[src/rtl/bit_serial_deser.sv]
// Collects an LSB-first serial word from a bit-serial adder into a parallel result with a valid/ack handshake.
// Optional final-carry capture is enabled by defining DESER_CARRY_EN; otherwise cout is constant 0.
module bit_serial_deser #(
   parameter int WIDTH = 8
) (
   input  logic             clk,
   input  logic             rst,
   input  logic             start,
   input  logic             sin,
   input  logic             cin_final,
   input  logic             ack,
   output logic [WIDTH-1:0] pout,
   output logic             cout,
   output logic             busy,
   output logic             valid
);

   localparam int CW = $clog2(WIDTH);
   localparam logic [CW-1:0] LAST = CW'(WIDTH - 1);

   typedef enum logic [1:0] {IDLE, SHIFT, DONE} state_e;

   state_e            state_q, state_d;
   logic [CW-1:0]     cnt_q, cnt_d;
   logic [WIDTH-1:0]  shift_q, shift_d;
   logic [WIDTH-1:0]  pout_q, pout_d;
   logic              last_bit;

   always_comb begin
      // NOTE: every comb output is defaulted first so no path leaves a value unassigned (no latches).
      state_d  = state_q;
      cnt_d    = cnt_q;
      shift_d  = shift_q;
      pout_d   = pout_q;
      last_bit = 1'b0;
      case (state_q)
         IDLE: begin
            if (start) begin
               state_d = SHIFT;
               cnt_d   = '0;
            end
         end
         SHIFT: begin
            shift_d = {sin, shift_q[WIDTH-1:1]};
            cnt_d   = cnt_q + CW'(1);
            if (cnt_q == LAST) begin
               last_bit = 1'b1;
               pout_d   = {sin, shift_q[WIDTH-1:1]};
               state_d  = DONE;
            end
         end
         DONE: begin
            // A new start implicitly acknowledges the held word.
            if (start) begin
               state_d = SHIFT;
               cnt_d   = '0;
            end else if (ack) begin
               state_d = IDLE;
            end
         end
         default: state_d = IDLE;
      endcase
   end

   // NOTE: the shift register is small, so it is reset along with the control state rather than left undefined.
   always_ff @(posedge clk or posedge rst) begin
      if (rst) begin
         state_q <= IDLE;
         cnt_q   <= '0;
         shift_q <= '0;
         pout_q  <= '0;
      end else begin
         // NOTE: sequential state uses non-blocking assignment so all flops update from pre-edge values.
         state_q <= state_d;
         cnt_q   <= cnt_d;
         shift_q <= shift_d;
         pout_q  <= pout_d;
      end
   end

`ifdef DESER_CARRY_EN
   logic cout_q;

   always_ff @(posedge clk or posedge rst) begin
      if (rst)           cout_q <= 1'b0;
      else if (last_bit) cout_q <= cin_final;
   end

   assign cout = cout_q;
`else
   logic unused_carry;

   assign unused_carry = cin_final ^ last_bit;
   assign cout         = 1'b0;
`endif

   assign pout  = pout_q;
   assign busy  = (state_q == SHIFT);
   assign valid = (state_q == DONE);

endmodule
[config.mk]
export PLATFORM = sky130hd
export DESIGN_NAME = bit_serial_deser
export DESIGN_NICKNAME = d
export VERILOG_FILES = /design/src/rtl/bit_serial_deser.sv
export SDC_FILE = /design/constraint.sdc
export NUM_CORES = 1
export LEC_CHECK = 0
export BUFFER_PORTS_ARGS = -buffer_cell sky130_fd_sc_hd__buf_2
export CAP_MARGIN = 40
export CORE_UTILIZATION = 40
export DETAILED_ROUTE_END_ITERATION = 8
export SYNTH_ARGS = -nofsm -noshare
export SYNTH_HDL_FRONTEND = slang
export SYNTH_SLANG_ARGS = --single-unit
[constraint.sdc]
create_clock -name clk -period 1.6 [get_ports clk]
set_clock_uncertainty 0.1 [all_clocks]
set_input_delay 0.08 -clock clk [delete_from_list [all_inputs] [get_ports clk]]
set_output_delay 0.08 -clock clk [all_outputs]
set_load 0.05 [all_outputs]
==> PnR_summary.wiki, run 1 <==
{| class="wikitable"
! Metric !! Value
|-
| Pwr dens || 2248 nW/um2
|-
| Sort of element at the start of the critical path || register
|-
| Count of mapped cells out of synthesis || 71
|-
| Core area || 2002 um2
|-
| Maximum number of pins on one net before global-route repair || 21
|-
| Detailed-route wire length per cell || 11.98 um
|-
| Leakage power || 0.5871 nW
|-
| Crit-path leading delay family || adder cells
|-
| Post-Route WL || 1461 um
|-
| Summed instance area of the synthesized netlist || 864.6 um2
|-
| Total buffers and inverters traversed by the critical path || 0
|-
| Number of setup violations in the final report || 0
|-
| Endpoint of the lowest-slack register-to-register path || cnt_q[2]
|-
| Arrival time of data at the critical path endpoint || 1.62 ns
|-
| Depth of the CTS H-tree || 1
|-
| Part of the power in registers || 36.1%
|-
| Outcome || finished clean
|-
| Synthesized Nets || 79
|-
| Total congestion overflow || 0
|-
| Dpl hpwl || 917.5 um
|-
| Achievable frequency || 0.6542 GHz
|-
| # fillers || 197
|-
| Placer's final routability congestion estimate || 0.7456
|-
| Crit path max-delay cell type || sky130_fd_sc_hd__dfrtp_1
|-
| Initial cell density of the core || 43.19%
|-
| TritonCTS Buffers || 3
|-
| Number of global-route vias before repair || 577
|-
| Crit Path Class || reg -> reg
|-
| R2r worst-path depth || 4
|-
| Fraction of power spent switching nets || 41.66%
|-
| Area of the die || 2351 um2
|-
| Max Root-Sink Buffers || 2
|-
| Root Driver || sky130_fd_sc_hd__clkbuf_4
|-
| Via count || 579
|-
| Core Util, Final || 54.31%
|-
| Commonest non-fill, non-tap cells in the layout || 23 x sky130_fd_sc_hd__nand2_1, 20 x sky130_fd_sc_hd__dfrtp_1, 14 x sky130_fd_sc_hd__buf_2, 9 x sky130_fd_sc_hd__mux2_4, 5 x sky130_fd_sc_hd__dlygate4sd3_1
|-
| Number of clock sinks || 20
|-
| Period Utilization, post-route || 95.54%
|-
| Number of search-and-repair iterations in the first detailed-routing pass || 4
|-
| Sequential share of the synthesized area || 57.89%
|-
| Maximum single-stage delay on the critical path || 0.42 ns
|-
| Wire length of the first global-routing pass || 2635 um
|-
| Number of hold violations in the final report || 0
|-
| Max rail drop VDD || 0.001345 V
|-
| Most common library cell in the layout ignoring fill and taps || sky130_fd_sc_hd__nand2_1
|-
| Clock period minus final worst setup slack || 1.529 ns
|-
| I/O pin cnt || 17
|-
| Width of the chip || 48.49 um
|-
| Initial antenna violation count || 0
|-
| Total GRT Usage || 14.81%
|-
| Internal power of the cells || 1.426 mW
|-
| Core Rows || 16
|-
| Critical path, cell by cell || ha_2 -> ha_1 -> mux2_4 -> a22o_1
|-
| Crit path capture type || register
|-
| Layout-stage area growth over the synthesis result || 25.76%
|-
| TritonCTS clock tree || yes
|-
| Required time reported for the critical path endpoint || 1.70 ns
|-
| Clock Pin Slew Worst Setup and Hold Paths || 0.12 ns
|-
| Net switching power || 1.018 mW
|-
| Skew-Pair Late Insertion Delay || 0.30 ns
|-
| Share of cells above drive strength 1 || 35.79%
|-
| Post-synthesis register bit count || 20
|-
| Part of the total power dissipated in the clock network || 16.8%
|-
| Unrepaired setup endpoints after global routing || no
|-
| Vertical die dimension || 48.49 um
|-
| Portion of total power attributed to combinational logic || 47.0%
|-
| Fin. max-slew vios || 0
|-
| Largest fanout on the critical path || 3
|-
| Number of antenna diodes || 0
|-
| Remaining number of nets flagged by the antenna check after routing || 0
|-
| Slack of the worst reg-to-reg path || 0.07 ns
|-
| Vias per Instance || 4.746
|-
| Violation count after the first detailed-route iteration || 13
|-
| R2R Path Start || cnt_q[1]
|-
| Number of warnings reported in the yosys synthesis log || 0
|-
| Final setup TNS || 0 ns
|-
| Final Net Count || 104
|-
| Yosys cell types || 18
|-
| Max capacitance violation total || 0
|-
| Count of input and output buffers || 14
|-
| Syn_area_per_cell || 12.18 um2
|-
| Worst hold path class || in -> async
|-
| DRC violations left || 0
|}
==> how the worst max path moves through the flow <==
stage	cells after the start	to	slack (ns)	startpoint
finish	4	cnt_q[2]	0.07	cnt_q[1]
global route	4	cnt_q[2]	0.004	cnt_q[1]
CTS	4	cnt_q[2]	0.02	cnt_q[0]
detailed placement	4	cnt_q[2]	0.03	cnt_q[0]
global placement	4	cnt_q[2]	0.05	cnt_q[0]
floorplan	4	cnt_q[2]	0.08	cnt_q[0]
==> power groups by stage <==
stage                     registers, mW  clock network [mW]  logic [mW]
final                             0.883               0.412        1.15
after global routing              0.924               0.442        1.25
after CTS                         0.885               0.425        1.13
after detailed placement          0.899                   0        1.10
after global placement            0.887                   0        1.08
after floorplan                    1.18                   0       0.581
==> worst register-to-register path, delay by kind of cell, from the launching register on <==
family,cells,cell delay (ns)
adders and majority gates,2,0.45
DFF,1,0.42
AOI/OAI and AO/OA,1,0.20
muxes,1,0.26
==> layout make-up <==
class                           count  area (um2)  area share [%]
Clock buffer                        3       22.52           2.071
Clock inverter                      1       30.03           2.762
Inverter                            2       12.51           1.151
Multi-Input combinational cell     47       345.3           31.76
Sequential cell                    20       500.5           46.03
Tap cell                           27       33.78           3.107
Timing Repair Buffer               22       142.6           13.12
==> cells by family (layout without fill, tap and decap cells) <==
family	after synthesis	after routing	share of synthesized area [%]
buffers and inverters	4	28	2.894
adder cells (fa/ha/maj)	2	2	2.894
multiplexers	10	10	16.50
flip-flops	20	20	57.89
AND/OR/NAND/NOR	30	30	16.21
other	1	1	0.4337
AO/OA/AOI/OAI	4	4	3.184
==> synthesized netlist by cell type (all sizes together) <==
cell type / number / area, um2
nand2: 24 / 106.4
dfrtp: 20 / 500.5
mux2: 10 / 142.6
a22o: 2 / 17.52
buf: 2 / 12.51
ha: 2 / 25.02
nand2b: 2 / 15.02
nor2: 2 / 7.510
o21ai: 2 / 10.01
clkinv: 1 / 8.760
conb: 1 / 3.750
inv: 1 / 3.750
nand3: 1 / 5.000
nor2b: 1 / 6.260
==> per-stage QoR <==
stage / total power, mW / hold slack, ns / instances / cell area, um2 / worst slack [ns]
after floorplan: 1.762 / -0.05617 / 71 / 864.6 / 0.07694
after global placement: 1.963 / 0.01357 / 112 / 970.9 / 0.05426
after detailed placement: 1.996 / 0.02054 / 112 / 970.9 / 0.02690
after CTS: 2.442 / 0.2287 / 122 / 1081 / 0.01839
after global routing: 2.615 / 0.2610 / 122 / 1087 / 0.003713
final: 2.445 / 0.2369 / 122 / 1087 / 0.07131
==> sequential cells by signal, indices dropped and copies added (netlist names) <==
name and cells:
shift_q 7, cnt_q 3, state_q 2, pout 8
==> what timing repair did <==
action | 4_1_cts | 5_1_grt
endpoints found under the setup margin | 1 | 2
gates resized for setup | 0 | 2
pin swaps | 0 | 2
hold endpoints to repair | 24 | 0
hold buffers | 5 | 0
setup buffers | 1 | 0
==> routing by layer <==
metal / up-vias / GRT usage [%] / part of all wire [%]
met5: - / 0 / 0
met4: 0 / 2.941 / 1.0
met3: 2 / 5.660 / 4.0
met2: 15 / 24.18 / 45
met1: 282 / 18.81 / 50
li1: 280 / - / -
(Power assumes the default switching activity.)
==> inputs of run 2 (changes only) <==
==> constraint.sdc (replaced) <==
create_clock -name clk -period 1.6 [get_ports clk]
set_clock_uncertainty 0.1 [all_clocks]
set_input_delay 0.16 -clock clk [delete_from_list [all_inputs] [get_ports clk]]
set_output_delay 0.16 -clock clk [all_outputs]
set_load 0.05 [all_outputs]
==> run 2 against run 1 <==
Net effect:
- via count fell by 5.4%
- power fell by 7.4%
- global-route usage fell by 1.1 points
- critical path depth did not move
- combinational power barely moved
- clock power fell by 44%
- non-clock buffer count fell by 2
- flip-flop and latch count did not move
- worst hold slack got worse by 0.19 ns
- critical endpoint unchanged
- highest routed layer is now met3
==> PnR_summary.wiki, run 2 (synthesis results as in run 1) <==
{| class="wikitable"
! Metric !! Value
|-
| Outcome || finished clean
|-
| Vias per Instance || 4.605 (-3.0%)
|-
| Total GRT Usage || 13.72% (-1.1 points)
|-
| Clock Pin Slew Worst Setup and Hold Paths || 0.10 ns (-0.02 ns)
|-
| Worst setup path start || cnt_q[0]
|-
| Part of the total power dissipated in the clock network || 10.2% (-6.6 points)
|-
| Count of input and output buffers || 14 (unchanged)
|-
| DRC violations left || 0 (unchanged)
|-
| TritonCTS clock tree || yes
|-
| Clock period minus final worst setup slack || 1.560 ns (+0.03118 ns)
|-
| WP depth || 4 (unchanged)
|-
| Layout-stage area growth over the synthesis result || 20.26%
|-
| Final Net Count || 102 (-1.9%)
|-
| Crit path capture type || register
|-
| Number of global-route vias before repair || 541 (-6.2%)
|-
| Arrival time of data at the critical path endpoint || 1.65 ns (+0.03 ns)
|-
| Portion of total power attributed to combinational logic || 50.8% (+3.8 points)
|-
| Core area || 2002 um2 (unchanged)
|-
| Sort of element at the start of the critical path || register
|-
| Required time reported for the critical path endpoint || 1.69 ns (about the same)
|-
| Skew-Pair Late Insertion Delay || 0.29 ns (about the same)
|-
| Root Driver || sky130_fd_sc_hd__clkbuf_4
|-
| Max Root-Sink Buffers || 2 (unchanged)
|-
| Wire length of the first global-routing pass || 2456 um (-6.8%)
|-
| Core Rows || 16 (unchanged)
|-
| R2r worst-path depth || 4 (unchanged)
|-
| Maximum number of pins on one net before global-route repair || 21 (unchanged)
|-
| Number of hold violations in the final report || 0 (unchanged)
|-
| Max capacitance violation total || 0 (unchanged)
|-
| Initial antenna violation count || 0 (unchanged)
|-
| Fin. max-slew vios || 0 (unchanged)
|-
| Net switching power || 0.9979 mW (-2.0%)
|-
| Post-Route WL || 1383 um (-5.3%)
|-
| Crit Path Class || reg -> reg
|-
| Area of the die || 2351 um2 (unchanged)
|-
| Critical path, cell by cell || ha_2 -> ha_1 -> mux2_4 -> a22o_1
|-
| Dpl hpwl || 910.6 um (-0.75%)
|-
| Width of the chip || 48.49 um (unchanged)
|-
| Total buffers and inverters traversed by the critical path || 0 (unchanged)
|-
| Depth of the CTS H-tree || 1 (unchanged)
|-
| Detailed-route wire length per cell || 11.62 um (-3.0%)
|-
| Pwr dens || 2178 nW/um2 (-3.1%)
|-
| Leakage power || 0.5644 nW (-3.9%)
|-
| Slack of the worst reg-to-reg path || 0.04 ns (-0.03 ns)
|-
| Endpoint of the lowest-slack register-to-register path || cnt_q[2]
|-
| Via count || 548 (-5.4%)
|-
| Final setup TNS || 0 ns (unchanged)
|-
| Remaining number of nets flagged by the antenna check after routing || 0 (unchanged)
|-
| R2R Path Start || cnt_q[0]
|-
| Unrepaired setup endpoints after global routing || no
|-
| Post-Place Worst Slack || 0.002395 ns (-0.02451 ns)
|-
| Largest fanout on the critical path || 2 (-1)
|-
| Share of cells above drive strength 1 || 35.87% (+0.080 points)
|-
| Fraction of power spent switching nets || 44.07% (+2.4 points)
|-
| Total congestion overflow || 0 (unchanged)
|-
| Part of the power in registers || 39.1% (+3.0 points)
|-
| Final Worst Setup Slack || 0.04014 ns (-0.03118 ns)
|-
| Number of antenna diodes || 0 (unchanged)
|-
| Number of search-and-repair iterations in the first detailed-routing pass || 4 (unchanged)
|-
| Number of setup violations in the final report || 0 (unchanged)
|-
| I/O pin cnt || 17 (unchanged)
|-
| Termination of the worst setup path || cnt_q[2]
|-
| Crit-path leading delay family || adder cells
|-
| Max rail drop VDD || 0.001019 V (-24%)
|-
| TritonCTS Buffers || 3 (unchanged)
|-
| Initial cell density of the core || 43.19% (unchanged)
|-
| Placer's final routability congestion estimate || 0.7632 (+2.4%)
|-
| Maximum single-stage delay on the critical path || 0.41 ns (about the same)
|-
| Worst hold path class || in -> reg
|-
| Achievable frequency || 0.6411 GHz (-2.0%)
|-
| Number of flip-flops under the largest register name || 8 (unchanged)
|-
| Most common library cell in the layout ignoring fill and taps || sky130_fd_sc_hd__nand2_1
|-
| Number of clock sinks || 20 (unchanged)
|-
| Vertical die dimension || 48.49 um (unchanged)
|-
| Period Utilization, post-route || 97.49% (+1.9 points)
|-
| Violation count after the first detailed-route iteration || 7 (-6)
|-
| Internal power of the cells || 1.267 mW (-11%)
|-
| Commonest non-fill, non-tap cells in the layout || 23 x sky130_fd_sc_hd__nand2_1, 20 x sky130_fd_sc_hd__dfrtp_1, 13 x sky130_fd_sc_hd__buf_2, 9 x sky130_fd_sc_hd__mux2_4, 4 x sky130_fd_sc_hd__buf_4
|-
| Crit path max-delay cell type || sky130_fd_sc_hd__dfrtp_1
|}
==> run 2: cell types whose count changed in the layout (fill, tap and decap cells not counted), sizes merged <==
cell         delta
dlygate4sd3     -2
bufinv          -1
==> run 2: worst min path at each step <==
stage / cells past startpoint / endpoint / start
6_report: 4 / state_q[1] / start
5_1_grt: 4 / state_q[1] / start
4_1_cts: 4 / state_q[1] / start
3_5_place_dp: 3 / pout[6] / rst
3_3_place_gp: 3 / shift_q[6] / rst
2_1_floorplan: 1 / cnt_q[0] / rst
==> run 2: timing repair <==
| action | CTS | global route |
|---|---|---|
| resized for setup | 0 | 4 |
| pin swaps | 0 | 0 |
| hold buffers | 3 | 0 |
| endpoints found under the setup margin | 1 | 8 |
| buffers inserted | 1 | 0 |
| endpoints found under the hold margin | 22 | 0 |
==> run 2: metal layers <==
metal  global-route usage [%]  wire length [um]  vias up
met4                    5.882                 0        0
met3                    2.830                32        0
li1                         -                 -      272
met2                    21.36               662        9
met1                    18.57               688      267
met5                        0                 0        -
==> run 2: cell type report <==
| type | count | area (um2) |
|---|---|---|
| Clock buffer | 3 | 22.52 |
| Fill cell | 193 | 962.2 |
| Inverter | 2 | 12.51 |
| Multi-Input combinational cell | 47 | 345.3 |
| Sequential cell | 20 | 500.5 |
| Tap cell | 27 | 33.78 |
| Timing Repair Buffer | 20 | 125.1 |
==> run 2: metrics by stage <==
stage / cell area (um2) / cells / total power [mW] / util, % / hold slack, ns
after floorplan: 864.6 / 71 / 1.762 / - / 0.02383
after detailed placement: 970.9 / 112 / 1.999 / 48.50 / 0.1001
after CTS: 1031 / 119 / 2.259 / 51.50 / 0.03101
after global routing: 1040 / 119 / 2.422 / 51.94 / 0.05214
final: 1040 / 119 / 2.265 / 51.94 / 0.04683
after global placement: 970.9 / 112 / 1.962 / 48.50 / 0.09366
==> run 2: power by group through the flow <==
stage                     Sequential, mW  Clock (mW)  Combinational [mW]
final                              0.885       0.230                1.15
after global routing               0.922       0.261                1.24
after CTS                          0.886       0.242                1.13
after detailed placement           0.897           0                1.10
after global placement             0.887           0                1.07
after floorplan                     1.18           0               0.581
==> run 2: worst min-delay path, cell delays in order <==
cell                      delay, ns
sky130_fd_sc_hd__buf_2         0.11
sky130_fd_sc_hd__nor2_1        0.05
sky130_fd_sc_hd__nand2_1       0.05
sky130_fd_sc_hd__nand2_1       0.04
